### src/rtl/ram8_stack_ctrl_pkg.sv
// Shared op codes and FSM state encoding for the RAM8 stack controller.
package ram8_stack_ctrl_pkg;

  localparam logic [1:0] OP_PUSH  = 2'b00;
  localparam logic [1:0] OP_POP   = 2'b01;
  localparam logic [1:0] OP_PEEK  = 2'b10;
  localparam logic [1:0] OP_CLEAR = 2'b11;

  typedef enum logic [1:0] {
    IDLE = 2'b00,
    WR   = 2'b01,
    RD   = 2'b10,
    RSP  = 2'b11
  } state_t;

endpackage

### src/rtl/ram8_stack_ctrl_stack_ptr.sv
// Stack pointer and occupancy counter; sp always equals count mod depth.
module stack_ptr
  import ram8_stack_ctrl_pkg::*;
#(
  parameter int AW = 3
) (
  input  logic          clk,
  input  logic          reset,
  input  logic          inc,
  input  logic          dec,
  input  logic          clr,
  output logic [AW-1:0] sp,
  output logic [AW-1:0] sp_m1,
  output logic [AW:0]   count,
  output logic          full,
  output logic          empty
);

  localparam int DEPTH = 2 ** AW;
  localparam logic [AW:0] DEPTH_CNT = DEPTH[AW:0];

  // NOTE: state registers use non-blocking assignments so every flop samples
  // pre-edge values regardless of block ordering.
  always_ff @(posedge clk or posedge reset) begin
    if (reset) begin
      sp    <= '0;
      count <= '0;
    end else if (clr) begin
      sp    <= '0;
      count <= '0;
    end else if (inc) begin
      sp    <= sp + 1'b1;
      count <= count + 1'b1;
    end else if (dec) begin
      sp    <= sp - 1'b1;
      count <= count - 1'b1;
    end
  end

  // The FSM only raises inc below full and dec above empty, so count never wraps.
  assign sp_m1 = sp - 1'b1;
  assign full  = (count == DEPTH_CNT);
  assign empty = (count == '0);

endmodule

### src/rtl/ram8_stack_ctrl.sv
// LIFO controller driving an 8x16 RAM8 register file, with valid/ready
// command and response channels.
module ram8_stack_ctrl
  import ram8_stack_ctrl_pkg::*;
#(
  parameter int WIDTH = 16,
  parameter int AW    = 3
) (
  input  logic             clk,
  input  logic             reset,
  input  logic             cmd_valid,
  output logic             cmd_ready,
  input  logic [1:0]       cmd_op,
  input  logic [WIDTH-1:0] cmd_data,
  output logic             rsp_valid,
  input  logic             rsp_ready,
  output logic [WIDTH-1:0] rsp_data,
  output logic             rsp_err,
  output logic [AW:0]      count,
  output logic             full,
  output logic             empty,
  output logic [AW-1:0]    ram_addr,
  output logic [WIDTH-1:0] ram_in,
  output logic             ram_load,
  input  logic [WIDTH-1:0] ram_out
);

  state_t state, state_next;

  logic [WIDTH-1:0] data_q;
  logic [WIDTH-1:0] rsp_data_q;
  logic             rsp_err_q;
  logic             pop_q;
  logic [AW-1:0]    sp;
  logic [AW-1:0]    sp_m1;
  logic             accept;
  logic             ptr_inc;
  logic             ptr_dec;
  logic             ptr_clr;

  assign accept  = cmd_valid && (state == IDLE);
  assign ptr_inc = (state == WR);
  assign ptr_dec = (state == RD) && pop_q;
  assign ptr_clr = accept && (cmd_op == OP_CLEAR);

  stack_ptr #(.AW(AW)) u_stack_ptr (
    .clk   (clk),
    .reset (reset),
    .inc   (ptr_inc),
    .dec   (ptr_dec),
    .clr   (ptr_clr),
    .sp    (sp),
    .sp_m1 (sp_m1),
    .count (count),
    .full  (full),
    .empty (empty)
  );

  always_ff @(posedge clk or posedge reset) begin
    if (reset) state <= IDLE;
    else       state <= state_next;
  end

  // NOTE: every output of this block is given a default first, so no path
  // through the case statement can leave a signal unassigned and infer a latch.
  always_comb begin
    state_next = state;
    cmd_ready  = 1'b0;
    rsp_valid  = 1'b0;
    ram_load   = 1'b0;
    ram_addr   = sp_m1;
    unique case (state)
      IDLE: begin
        cmd_ready = 1'b1;
        if (cmd_valid) begin
          unique case (cmd_op)
            OP_PUSH:         state_next = full  ? RSP : WR;
            OP_POP, OP_PEEK: state_next = empty ? RSP : RD;
            default:         state_next = RSP;
          endcase
        end
      end
      WR: begin
        ram_load   = 1'b1;
        ram_addr   = sp;
        state_next = RSP;
      end
      RD:  state_next = RSP;
      RSP: begin
        rsp_valid = 1'b1;
        if (rsp_ready) state_next = IDLE;
      end
      default: state_next = IDLE;
    endcase
  end

  // Errors and clears answer straight from IDLE; pushes and reads fill the
  // response registers during their single WR/RD cycle.
  always_ff @(posedge clk or posedge reset) begin
    if (reset) begin
      data_q     <= '0;
      rsp_data_q <= '0;
      rsp_err_q  <= 1'b0;
      pop_q      <= 1'b0;
    end else begin
      unique case (state)
        IDLE: begin
          if (accept) begin
            unique case (cmd_op)
              OP_PUSH: begin
                if (full) begin
                  rsp_err_q  <= 1'b1;
                  rsp_data_q <= '0;
                end else begin
                  data_q <= cmd_data;
                end
              end
              OP_POP, OP_PEEK: begin
                if (empty) begin
                  rsp_err_q  <= 1'b1;
                  rsp_data_q <= '0;
                end else begin
                  pop_q <= (cmd_op == OP_POP);
                end
              end
              default: begin
                rsp_err_q  <= 1'b0;
                rsp_data_q <= '0;
              end
            endcase
          end
        end
        WR: begin
          rsp_data_q <= data_q;
          rsp_err_q  <= 1'b0;
        end
        RD: begin
          rsp_data_q <= ram_out;
          rsp_err_q  <= 1'b0;
        end
        default: ;
      endcase
    end
  end

  assign ram_in   = data_q;
  assign rsp_data = rsp_data_q;
  assign rsp_err  = rsp_err_q;

endmodule

### config.mk
export PLATFORM = sky130hd
export DESIGN_NAME = ram8_stack_ctrl
export DESIGN_NICKNAME = d
export VERILOG_FILES = /design/src/rtl/ram8_stack_ctrl_pkg.sv /design/src/rtl/ram8_stack_ctrl_stack_ptr.sv /design/src/rtl/ram8_stack_ctrl.sv
export SDC_FILE = /design/constraint.sdc
export NUM_CORES = 1
export LEC_CHECK = 0
export CORE_ASPECT_RATIO = 1.1
export CORE_MARGIN = 2
export CORE_UTILIZATION = 35
export DETAILED_ROUTE_END_ITERATION = 16
export GPL_ROUTABILITY_DRIVEN = 0
export PLACE_DENSITY = 0.76
export SLEW_MARGIN = 25
export SYNTH_ARGS = -nofsm -noshare
export SYNTH_HDL_FRONTEND = slang
export SYNTH_SLANG_ARGS = --single-unit
export TNS_END_PERCENT = 20
### constraint.sdc
create_clock -name clk -period 2.3 [get_ports clk]
set_clock_uncertainty 0.1 [all_clocks]
set_input_delay 0.46 -clock clk [delete_from_list [all_inputs] [get_ports clk]]
set_output_delay 0.46 -clock clk [all_outputs]
set_load 0.01 [all_outputs]
==> out/qor.yml, run 1 <==
die:
  die_area_sq_um: 7450
  pin_count: 83
  rows: 31
  die_h_um: 90.3
  core_sq_um: 6560
  start_util_pct: 36.2
  die_w_um: 82.5
cts:
  cts_num_sinks: 43
  htree_levels: 2
  cts_buffers: 5
  clk_latency_ps: 290
  cts_tree: "done"
  cts.path.max_buffers: 2
  cts.root.buffer_cell: "clkbuf_8"
  path_clk_slew_ps: 80
  cts_hold_buf: 0
setup_path:
  start_kind: "flip-flop"
  crit_buf_inv: 3
  cp_data_required_time_ps: 1740
  crit_chain: "inv_1, buf_4, ha_2, clkdlybuf4s50_1"
  r2r_start: "state[1]"
  critPathKind: "flip-flop to primary output"
  cp_slowest_cell: "clkdlybuf4s50_1"
  cp-end-kind: "primary output"
  critPathMaxFanout: 7
  slowest_delay_ps: 550
  critPathTopFamily: "buffers and inverters"
  arrival_ps: 1660
  cp-startpoint: "state[1]"
sta:
  max_slew_margin_pct: 63.8
  rsz0062_at_grt: "true"
  fin_crit_ps: 2220
  finalSetupViolations: 0
  fin_crit_sh_pct: 96.6
  worst_slew_pin_slew_ps: 543
  finalHoldViolCount: 0
  drv_slew: 0
  whs_ps: 397
  fin_setup_tns_ps: 0
  fin_ws_ps: 77.8
  achievable-frequency_ghz: 0.450
yosys:
  ys_seq_elements: 43
  netlist_instances: 211
  avgSynthCellArea_sq_um: 11.2
  synthesis.nets: 264
  synth.distinct_cells: 34
  synth_common_cells: "dfrtp_1, nor2_1, a22oi_1, a32o_1"
  yosysWarnings: 0
  netlist_area_sq_um: 2370
  synth_top_area_share_pct: 45.4
  synth_area_leaders: "dfrtp_1, ha_1, a32o_1, mux2_4, a22oi_1"
  synth_most_common_cell: "dfrtp_1"
  async_flop_share_pct: 100
  synth_edf_count: 0
  ys.flop_type: "dfrtp_1"
  synth.yosys.seq_area_share_pct: 45.4
  yosys.area.top_type: "dfrtp_1"
drt:
  drcViolationCount: 0
  vias: 1970
  viasPerCell: 5.10
  drt-total-wl_um: 5790
  drtIter0Drc: 55
  ant_nets: 0
  wl_per_cell_um: 15.0
  dr.pass1.iters: 5
hold_path:
  hold_start: "rsp_data[9]"
  worstHoldPathType: "flip-flop to flip-flop"
global_routing:
  grt.total_usage_pct: 16.7
  grt_overflow: 0
  first_global_vias: 2085
  antenna_found_initial: 0
  grt_pass1_wl_um: 9770
  grt_max_degree: 44
placed_design:
  io_buffers: 82
  dp.cells: 379
  pre_cts_slack_ps: -62.9
  hpwl_um: 4350
  place_area_sq_um: 3370
power:
  p_leak_nw: 1.56
  max-vdd-ir-drop_uv: 824
  p_per_area_nw_per_um2: 1450
final_layout:
  insertedDiodeCount: 0
  fillers: 596
  syn_to_final_growth_pct: 47.0
  stdcell_area_sq_um: 3480
  drive_gt1_share_pct: 16.8
  nNetsFinal: 357
  layoutNonFillerInstCount: 386
run:
  maxCapViolations: 0
status:
  status: "finished clean"
[per-layer routing]
layer | track usage [%] | vias up | part of all wire, %
met5 | 0 | - | 0
met4 | 5.14 | 0 | 1.1
met3 | 4.30 | 6 | 5.4
met2 | 27.7 | 59 | 51
met1 | 21.0 | 958 | 42
li1 | - | 947 | -
[logic make-up after synthesis]
kind of cell               synth area share, %
AOI/OAI and AO/OA                         17.1
DFF                                       45.4
buffers and inverters                     5.80
adders and majority gates                 7.92
xor gates and xnor gates                  1.85
muxes                                     10.6
and+or+nand+nor                           11.4
[cells in the final DEF, fill, tap and decap left out, drive strengths merged]
cell type	n
o211ai	1
nor4b	1
clkdlybuf4s50	77
clkinvlp	1
nand2	15
buf	17
dfrtp	43
a211oi	3
a311o	1
nor2	20
ha	15
bufinv	1
xor2	1
a22o	1
o21bai	1
nor4	1
a21oi	7
o22a	1
nand2b	3
and3	1
xnor2	4
nand3	3
clkdlybuf4s15	1
o21ai	5
dlymetal6s2s	1
or3	2
inv	13
nor2b	3
a22oi	16
a32o	16
clkbuf	5
dlygate4sd2	3
mux2i	1
nor3	2
mux2	18
[where the power goes]
part | switching (mW) | total [mW] | internal (mW)
combinational | 1.39 | 3.02 | 1.63
clock | 0.252 | 0.570 | 0.317
sequential | 0.337 | 1.47 | 1.13
total | 1.98 | 5.06 | 3.08
[worst paths after layout]
path | endpoint | slack, ps | cells after the start
worst max-delay path | cmd_ready | 80 | 4
worst min-delay path | rsp_data[9] | 400 | 1
worst max register to register | u_stack_ptr.count[3] | 300 | 7
worst min register to register | rsp_data[9] | 400 | 1
max in group asynchronous | u_stack_ptr.count[0] | 1190 | 3
min in group asynchronous | pop_q | 520 | 3
[cell type report]
cell class	instances	area [sq um]	area share, %
multi-input combinational	142	1160	33.4
sequential	43	1080	31.0
timing repair buffer	99	985	28.3
tap	82	103	2.94
clock buffer	5	68.8	1.97
inverter	13	48.8	1.40
clock inverter	2	37.5	1.08
[repair_timing]
item                       4_1_cts  5_1_grt
setup endpoints to repair        5        3
pin swaps                        2        0
cloned                           0        0
gates resized for setup          8        4
buffers inserted                 0        0
[state kept, by name, summed over array words and instances (netlist names)]
signal and cells:
u_stack_ptr.count 4, u_stack_ptr.sp 3, rsp_data 16, rsp_err 1, state 2, ram_in 16, pop_q 1
[through the flow]
stage          total power, mW  util [%]
2_1_floorplan             3.16         -
3_3_place_gp              4.47      51.4
3_5_place_dp              4.53      51.4
4_1_cts                   5.10      53.0
5_1_grt                   5.47      53.2
6_report                  5.06      53.2
(Power assumes the default switching activity.)
==> run 2: changes to the inputs <==
--- a/config.mk
+++ b/config.mk
@@ -15,4 +15,3 @@
 export SYNTH_ARGS = -nofsm -noshare
 export SYNTH_HDL_FRONTEND = slang
 export SYNTH_SLANG_ARGS = --single-unit
-export TNS_END_PERCENT = 20
==> run 2 against run 1 <==
Combinational power grew 2%. Highest routed layer unchanged. Global-route usage grew 0.12 points. Register-to-register slack is essentially flat. Count of clock-buffer cells in the layout is the same. Non-clock buffer count grew 3. First-iteration DRC count shrank 22%. Critical path type unchanged. Clock power is essentially flat. Power grew 0.90%.
==> out/qor.yml, run 2 (same netlist as run 1, synthesis figures left out) <==
final_layout:
  layout_commonest_cell: "clkdlybuf4s50_1"
  insertedDiodeCount: 0
  drive_gt1_share_pct: 17.9
  final_cell_mix: "clkdlybuf4s50_1, dfrtp_1, nor2_1"
  nNetsFinal: 360
  fillers: 593
  syn_to_final_growth_pct: 48.0
sta:
  finalHoldViolCount: 0
  drv_slew: 0
  finalSetupViolations: 0
  rsz0062_at_grt: "false"
  achievable-frequency_ghz: 0.451
  fin_crit_ps: 2220
  fin_crit_sh_pct: 96.4
  max_slew_margin_pct: 63.6
  worst_slew_pin_slew_ps: 546
  fin_ws_ps: 82.4
  whs_ps: 398
global_routing:
  grt_overflow: 0
  antenna_found_initial: 0
  grt_pass1_wl_um: 9850
  first_global_vias: 2106
  grt_max_degree: 44
  grt.total_usage_pct: 16.8
placed_design:
  io_buffers: 82
  hpwl_um: 4350
  pre_cts_slack_ps: -62.9
setup_path:
  critPathMaxFanout: 7
  cp-end-kind: "primary output"
  r2r_start: "state[1]"
  reg2reg_depth: 7
  critPathKind: "flip-flop to primary output"
  start_kind: "flip-flop"
  cp_data_required_time_ps: 1740
  arrival_ps: 1660
  cp-startpoint: "u_stack_ptr.count[0]"
die:
  pin_count: 83
  rows: 31
  die_w_um: 82.5
  core_sq_um: 6560
  die_h_um: 90.3
  die_area_sq_um: 7450
  start_util_pct: 36.2
drt:
  vias: 1993
  dr.pass1.iters: 4
  drt-total-wl_um: 5850
  ant_nets: 0
  drtIter0Drc: 43
  viasPerCell: 5.12
  wl_per_cell_um: 15.0
  drcViolationCount: 0
power:
  max-vdd-ir-drop_uv: 828
  p_leak_nw: 1.56
  p_per_area_nw_per_um2: 1450
cts:
  cts_hold_buf: 0
  cts.path.max_buffers: 2
  cts_tree: "done"
  clk_latency_ps: 290
  htree_levels: 2
  cts_num_sinks: 43
  cts_buffers: 5
  path_clk_slew_ps: 80
  cts.root.buffer_cell: "clkbuf_8"
status:
  status: "finished clean"
hold_path:
  hold_start: "rsp_data[9]"
  worstHoldPathType: "flip-flop to flip-flop"
  holdPathStages: 1
run:
  maxCapViolations: 0
==> run 2: layer usage <==
metal	up-vias	GRT usage [%]	wire, um
met2	61	27.9	2980
met5	-	0	0
met4	0	5.14	61
met1	974	21.2	2470
li1	952	-	-
met3	6	4.30	339
==> run 2: power by group <==
| group | total, mW | switching [mW] | internal [mW] | leakage (nW) |
|---|---|---|---|---|
| Combinational | 3.07 | 1.41 | 1.66 | 0.964 |
| Clock | 0.573 | 0.255 | 0.317 | 0.0502 |
| Sequential | 1.46 | 0.332 | 1.13 | 0.544 |
==> run 2: path summary, 6_finish.rpt <==
check                                       end  slack, ps
setup reg to reg           u_stack_ptr.count[3]        300
hold / removal                      rsp_data[9]        400
setup / recovery                           full         80
hold reg to reg                     rsp_data[9]        400
min in group asynchronous                 pop_q        520
max in group asynchronous  u_stack_ptr.count[2]       1190
==> run 2: timing repair <==
item / CTS / global route
buffers inserted: 3 / 0
resized for setup: 7 / 5
pin swaps: 2 / 0
endpoints found under the setup margin: 5 / 4
==> run 2: cell type report <==
class	instances	area (sq um)	area share (%)
clock buffers	5	68.8	1.96
well taps	82	103	2.92
flip-flops and latches	43	1080	30.7
repair buffers	102	1000	28.5
clock inverters	2	37.5	1.07
multi-input cells	142	1170	33.4
inverters	13	48.8	1.39
==> run 2: through the flow <==
step | std cells | utilization [%] | power (mW) | cell area, sq um | TNS [ps]
6_report | 389 | 53.5 | 5.10 | 3510 | 0
3_5_place_dp | 379 | 51.4 | 4.53 | 3370 | -906
3_3_place_gp | 379 | 51.4 | 4.47 | 3370 | -290
5_1_grt | 389 | 53.5 | 5.52 | 3510 | 0
4_1_cts | 389 | 53.6 | 5.14 | 3510 | 0
2_1_floorplan | 211 | - | 3.16 | 2370 | 0
==> run 2: critical path, stage by stage, from the launching register on <==
cell	delay (ps)
dfrtp_1	500
nor4b_4	280
clkdlybuf4s50_1	590
==> run 3: changes to the inputs <==
--- a/config.mk
+++ b/config.mk
@@ -7,10 +7,10 @@
 export LEC_CHECK = 0
 export CORE_ASPECT_RATIO = 1.1
 export CORE_MARGIN = 2
-export CORE_UTILIZATION = 35
+export CORE_UTILIZATION = 45
 export DETAILED_ROUTE_END_ITERATION = 16
 export GPL_ROUTABILITY_DRIVEN = 0
-export PLACE_DENSITY = 0.76
+export PLACE_DENSITY = 0.91
 export SLEW_MARGIN = 25
 export SYNTH_ARGS = -nofsm -noshare
 export SYNTH_HDL_FRONTEND = slang
==> run 3 against run 2 <==
Global-route usage is 4.6 points higher. Final area down 1.0%. Sequential share of layout area is 0.35 points higher. Setup slack worse by 0.73 ps. Largest power group unchanged. Highest routed layer unchanged. Register-to-register slack got worse by 20 ps. Power fell by 1.6%.
==> out/qor.yml, run 3 (same netlist as run 1, synthesis figures left out) <==
final_layout:
  syn_to_final_growth_pct: 46.5
  layout_commonest_cell: "clkdlybuf4s50_1"
  stdcell_area_sq_um: 3470
  final_core_util_pct: 69.0
  layoutNonFillerInstCount: 366
  insertedDiodeCount: 0
  nNetsFinal: 360
  final_cell_mix: "clkdlybuf4s50_1, dfrtp_1, nor2_1"
  drive_gt1_share_pct: 18.5
  fillers: 375
cts:
  cts.path.max_buffers: 2
  cts_num_sinks: 43
  cts_hold_buf: 0
  clk_latency_ps: 300
  htree_levels: 2
  cts_tree: "done"
  cts_buffers: 5
  path_clk_slew_ps: 90
  cts.root.buffer_cell: "clkbuf_8"
die:
  die_h_um: 80.1
  core_sq_um: 5030
  pin_count: 83
  start_util_pct: 47.1
  die_area_sq_um: 5870
  die_w_um: 73.2
  rows: 27
power:
  p_per_area_nw_per_um2: 1450
  max-vdd-ir-drop_uv: 691
  swShare_pct: 40.3
  internal_power_mw: 3.00
  clock_power_share_pct: 9.5
  combPwrFrac_pct: 61.1
  seqPwrFrac_pct: 29.4
  p_sw_mw: 2.02
  power.total_mw: 5.02
  p_leak_nw: 1.57
sta:
  finalHoldViolCount: 0
  worst_slew_pin_slew_ps: 451
  max_slew_margin_pct: 69.9
  fin_crit_ps: 2220
  fin_crit_sh_pct: 96.4
  finalSetupViolations: 0
  achievable-frequency_ghz: 0.451
  drv_slew: 0
  rsz0062_at_grt: "false"
  fin_ws_ps: 81.7
  fin_setup_tns_ps: 0
  whs_ps: 389
global_routing:
  grt.total_usage_pct: 21.4
  grt_overflow: 0
  antenna_found_initial: 0
  grt_pass1_wl_um: 9540
  grt_max_degree: 22
  first_global_vias: 2076
setup_path:
  r2r_start: "state[0]"
  cp-end-kind: "primary output"
  r2r_slack_ps: 280
  crit_end: "empty"
  cp_data_required_time_ps: 1740
  start_kind: "flip-flop"
  rr_endpoint: "ram_in[3]"
  cp-startpoint: "u_stack_ptr.count[1]"
  reg2reg_depth: 7
  critPathMaxFanout: 7
  critPathKind: "flip-flop to primary output"
  arrival_ps: 1660
drt:
  ant_nets: 0
  dr.pass1.iters: 4
  drcViolationCount: 0
  viasPerCell: 5.58
  wl_per_cell_um: 15.9
  drt-total-wl_um: 5820
  drtIter0Drc: 63
  vias: 2044
run:
  maxCapViolations: 0
placed_design:
  place_area_sq_um: 3350
  io_buffers: 82
  hpwl_um: 4400
  dp.cells: 356
  pre_cts_slack_ps: -54.0
status:
  status: "finished clean"
hold_path:
  worstHoldPathType: "input pin to async pin"
## run 3: worst min-delay path by stage
stage               cells after the start  slack, ps                end          from
floorplan                               2        400           state[1]      state[1]
global placement                        1        380        rsp_data[6]   rsp_data[6]
detailed placement                      1        380       rsp_data[11]  rsp_data[11]
CTS                                     2        400  u_stack_ptr.sp[1]         reset
global route                            2        410         ram_in[10]         reset
finish                                  2        390        rsp_data[8]         reset
## run 3: power by group through the flow
stage                     Combinational (mW)  Clock [mW]  Sequential (mW)
after floorplan                         1.59           0             1.57
after global placement                  2.97           0             1.46
after detailed placement                3.06           0             1.48
after CTS                               3.09       0.487             1.48
after global routing                    3.34       0.525             1.53
final                                   3.07       0.477             1.48
## run 3: layout make-up
type / count / area (sq um) / area share (%)
clock buffers: 5 / 68.8 / 1.98
clock inverters: 3 / 20.0 / 0.576
inverters: 13 / 48.8 / 1.40
multi-input cells: 142 / 1180 / 34.0
flip-flops and latches: 43 / 1080 / 31.1
well taps: 58 / 72.6 / 2.09
repair buffers: 102 / 1000 / 28.8
## run 3: critical path, stage by stage (launching register included)
cell	delay [ps]
dfrtp_2	480
nor4_4	300
clkdlybuf4s50_1	580
## run 3: repair_timing
action	4_1_cts	5_1_grt
resized for setup	13	3
setup buffers	2	0
pin swaps	1	0
gates cloned	0	0
setup endpoints to repair	6	2
## run 3: routing by layer
layer  track usage (%)  vias up  routed length (um)
li1                  -      954                   -
met1              24.4     1008                2330
met2              37.1       69                3090
met3              5.52       13                 271
met4              9.81        0                 129
met5                 0        -                   0
